`config.mk`:
```
export PLATFORM = sky130hd
export DESIGN_NAME = pixie_dma_responder
export DESIGN_NICKNAME = d
export VERILOG_FILES = /design/src/rtl/pixie_dma_responder.sv
export SDC_FILE = /design/constraint.sdc
export NUM_CORES = 1
export LEC_CHECK = 0
export BUFFER_PORTS_ARGS = -buffer_cell sky130_fd_sc_hd__buf_2
export CAP_MARGIN = 40
export CORE_ASPECT_RATIO = 2
export CORE_MARGIN = 2
export CORE_UTILIZATION = 58
export DETAILED_ROUTE_END_ITERATION = 7
export GPL_TIMING_DRIVEN = 1
export PLACE_DENSITY = 0.86
export SYNTH_ARGS = -nofsm -noshare
export SYNTH_HDL_FRONTEND = slang
export SYNTH_SLANG_ARGS = --single-unit
export TNS_END_PERCENT = 50
```
`constraint.sdc`:
```
create_clock -name clk_sys -period 4.8 [get_ports clk_sys]
set_input_delay 0.72 -clock clk_sys [delete_from_list [all_inputs] [get_ports clk_sys]]
set_output_delay 0.72 -clock clk_sys [all_outputs]
set_load 0.1 [all_outputs]
```
`src/rtl/pixie_dma_responder.sv`:
```
// Pixie DMA-out responder: fetches 8-byte bursts from RAM at the display pointer
// and presents them to the video generator. Define PIXIE_DMA_PAGE_WRAP_EN to keep ptr inside a 256-byte page.
module pixie_dma_responder (
    input  logic        clk_sys,
    input  logic        reset,
    input  logic        ce,
    input  logic        dma_out_req,
    input  logic        frame_int,
    input  logic [15:0] base_addr,
    output logic        ram_rd,
    output logic [15:0] ram_a,
    input  logic [7:0]  ram_q,
    output logic [7:0]  pix_data,
    output logic        pix_valid,
    input  logic        pix_ready,
    output logic        busy,
    output logic [15:0] ptr
);

    typedef enum logic [1:0] {IDLE, READ, LATCH, PRESENT} state_t;

    state_t      state, state_n;
    logic [2:0]  cnt;
    logic        pending;
    logic        accept, xfer, last;
    logic [15:0] ptr_inc, ptr_n;

`ifdef PIXIE_DMA_PAGE_WRAP_EN
    assign ptr_inc = {ptr[15:8], ptr[7:0] + 8'd1};
`else
    assign ptr_inc = ptr + 16'd1;
`endif

    assign last   = (cnt == 3'd7);
    assign ram_rd = ce && !reset && (state == READ);

    always_comb begin
        state_n = state;
        accept  = 1'b0;
        xfer    = 1'b0;
        ptr_n   = ptr;
        case (state)
            IDLE: begin
                // reload and acceptance may coincide; the first READ then sees base_addr
                if (frame_int) ptr_n = base_addr;
                if (dma_out_req) begin
                    accept  = 1'b1;
                    state_n = READ;
                end
            end
            READ:  state_n = LATCH;
            LATCH: state_n = PRESENT;
            PRESENT: begin
                if (pix_ready) begin
                    xfer    = 1'b1;
                    ptr_n   = (last && (pending || frame_int)) ? base_addr : ptr_inc;
                    state_n = last ? IDLE : READ;
                end
            end
            default: state_n = IDLE;
        endcase
    end

    always_ff @(posedge clk_sys) begin
        if (reset)
            state <= IDLE;
        else if (ce)
            state <= state_n;
    end

    always_ff @(posedge clk_sys) begin
        if (reset) begin
            cnt       <= 3'd0;
            pending   <= 1'b0;
            ram_a     <= 16'h0000;
            pix_data  <= 8'h00;
            pix_valid <= 1'b0;
            busy      <= 1'b0;
            ptr       <= base_addr;
        end else if (ce) begin
            ptr  <= ptr_n;
            busy <= (state_n != IDLE);
            // ram_a is loaded on entry to READ so it equals ptr throughout READ
            if (state_n == READ) ram_a <= ptr_n;
            if (accept)    cnt <= 3'd0;
            else if (xfer) cnt <= cnt + 3'd1;
            if (state == LATCH) begin
                pix_data  <= ram_q;
                pix_valid <= 1'b1;
            end else if (xfer) begin
                pix_valid <= 1'b0;
            end
            if (xfer && last)
                pending <= 1'b0;
            else if (state != IDLE && frame_int)
                pending <= 1'b1;
        end
    end

endmodule

```
==> impl_results.md <==
* Worst path max stage delay at 0.76 ns
* CTS sink cnt at 48
* Post-synth top area cell: dfxtp_1
* Critical path type: reg -> reg
* Hpwl dp at around 6300 um
* Setup Skew at roughly 0.0056 ns
* Synthesized flop and latch total at 48
* 1st-pass router iterations at 5
* CTS tree: done
* Most frequent cell after synthesis: nand2_1
* Core area at about 0.005 mm2
* Worst slew pin tran at a little under 1 ns
* Post-synthesis net count at around 380
* Crit path max fanout at 20
* Global Route Usage Sum at 32.33%
* Outcome: finished, final reports clean
* Top cells by area, synth: dfxtp_1 (22%), edfxtp_1 (16%), nand2_1 (5.6%)
* Static leakage at approximately 1.4 nW
* Crit. End Element: flip-flop
* Fin nets at 441
* Fin Setup TNS at 0 ns
* Final Max Slew Viols at 0
* WL per Instance at 19.04 um
* First-pass GRT wire length at between 10000 and 15000 um
* Drt initial violations at around 150
* Relative slew slack at 33.75%
* Syn Inst Count at 347
* Area Growth Syn to Fin at 15.01%
* Max Freq at 336.3 MHz
* Number of port buffers at a little over 70
* N_diodes at 0
* Synth warnings at 0
* Post-synth EDFFs at 16
* Number of fill cells at around 430
* Netlist cell types at 60
* Cell Area, Synth at ~0.0029 mm2
* Final Hold Fails at 0
* Vias at about 3000
* Die Area at ~0.0057 mm2
* Final Critical Period at 2.974 ns
* Worst Path Arrival at roughly 3.2 ns
* Root buf cell: clkbuf_8
* Vias/cell at between 6 and 7
* Critical Path Slowest Stage Cell: o2111a_1
* Register Area at approximately 0.0011 mm2
* Row count at 36
* Most used flip-flop cell after synthesis: dfxtp_1
* Crit-path cells: ha_1 > o21ai_0 > o21ai_1 > o2111a_1 > nand2_1 > o22ai_1
* # hold bufs at CTS at 0
* Total CTS buffers at 5
* CTS max path bufs at 2
* Area share of the largest cell type after synthesis at between 20% and 30%
* Pwr dens at 391.5 mW/mm2
* H-tree depth at 2
* Post-route ant nets at 0
* Top post-synthesis cells by count: nand2_1 (44), dfxtp_1 (32), a21oi_1 (29)
* GPL Wtd Cong at 0.9763
* Max-cap check violation count at 0
* Peak supply drop at around 0.33 mV
* Setup repair bufs after CTS at 0
* Pwr Total at roughly 1.3 mW
* Die W at 54.23 um
* Crit share post-route at slightly above 60%
* Initial core utilization at about 60%
* Initial antenna violation count at 0
* Syn avg cell area at between 8 and 9 um2
* CTS resizes at 0
* Clk slew on worst S/H paths at approximately 0.09 ns
* Tightest Hold Check Type: reg -> reg
* Final WL at roughly 8800 um
* Clk_lat worst skew at ~0.32 ns
* Vias in the first global route at just under 3000
* Share of layout cells above drive strength 1 at about a quarter
* Async SR Flop Fraction at 0%
* Multi-input logic area at approximately 0.0017 mm2
* Remaining DRCs at 0
* Post-synthesis sequential area ratio at 38.31%
* RSZ-0062 raised after global routing: false
* Worst endpoint required time at slightly above 5 ns
* Ports at between 70 and 80
* Final setup viols at 0
* Largest net degree at the start of global routing at 47
* Die height at around 100 um
* Nature of the critical path startpoint: flip-flop
* Overflow after GRT at 0
[logic make-up (layout without fill, tap and decap cells)]
family / Yosys count / after routing / share of synthesized area (%)
muxes: 10 / 10 / 3.891
DFF: 48 / 48 / 38.31
and+or+nand+nor: 135 / 135 / 22.83
buffers and inverters: 33 / 91 / 5.088
AOI/OAI and AO/OA: 112 / 112 / 26.29
xor gates and xnor gates: 2 / 2 / 0.5987
adders and majority gates: 7 / 7 / 2.993
[flip-flops by register name, summed over array words and instances, names as in the netlist]
register / cells
ptr: 16
cnt: 3
state: 2
ram_a: 16
busy: 1
pix_data: 8
pix_valid: 1
pending: 1
[layout make-up]
cell class | instances | area share (%)
Sequential cell | 48 | 33.31
Inverter | 10 | 1.115
Tap cell | 57 | 2.119
Clock buffer | 6 | 2.788
Timing Repair Buffer | 73 | 10.93
Clock inverter | 2 | 0.5204
Multi-Input combinational cell | 266 | 49.22
[per-stage QoR]
stage	setup WS, ns	area (um2)	std cells	hold WS, ns	util (%)
after detailed placement	1.977	3254	454	0.4448	66.90
after global placement	2.071	3254	454	0.4399	66.90
after global routing	1.668	3366	462	0.4873	69.19
after CTS	1.925	3366	462	0.4581	69.19
after floorplan	1.991	2927	347	0.4596	-
final	1.826	3366	462	0.4556	69.19
[report_power, final]
part           total (mW)  internal, mW  leakage, nW  switching [mW]
Combinational       0.519         0.112        0.897           0.407
Clock               0.286         0.136       0.0565           0.150
Sequential          0.513         0.463        0.427          0.0496
Total                1.32         0.711         1.38           0.606
[layer usage]
| metal | global-route usage [%] | vias up | wire (um) |
|---|---|---|---|
| met4 | 22.32 | 0 | 499 |
| met3 | 6.609 | 41 | 621 |
| li1 | - | 1428 | - |
| met2 | 52.50 | 155 | 4633 |
| met5 | 0 | - | 0 |
| met1 | 35.03 | 1412 | 3043 |
[cell usage in the layout (no fill, tap or decap), types with 8 or more instances in the layout]
master and count:
nor4_1 8, inv_1 10, o21ai_0 16, a21oi_1 29
nor2_1 27, nand3_1 19, edfxtp_1 16, dfxtp_1 32
nand2_1 44, buf_2 72
[path summary, 6_finish.rpt]
check,from,end,slack (ns),depth (start not counted)
max,state[0],ram_a[6],1.83,6
min,ram_a[0],ram_a[0],0.46,2
max reg2reg,state[0],ram_a[6],1.83,6
min reg2reg,ram_a[0],ram_a[0],0.46,2
[critical path: cells and delay by family (launching register included)]
kind	cells	cell delay, ns
AO/OA/AOI/OAI	4	1.44
adder cells (fa/ha/maj)	1	0.66
flip-flops	1	0.48
AND/OR/NAND/NOR	1	0.30
Power figures use the tool's default switching activity.
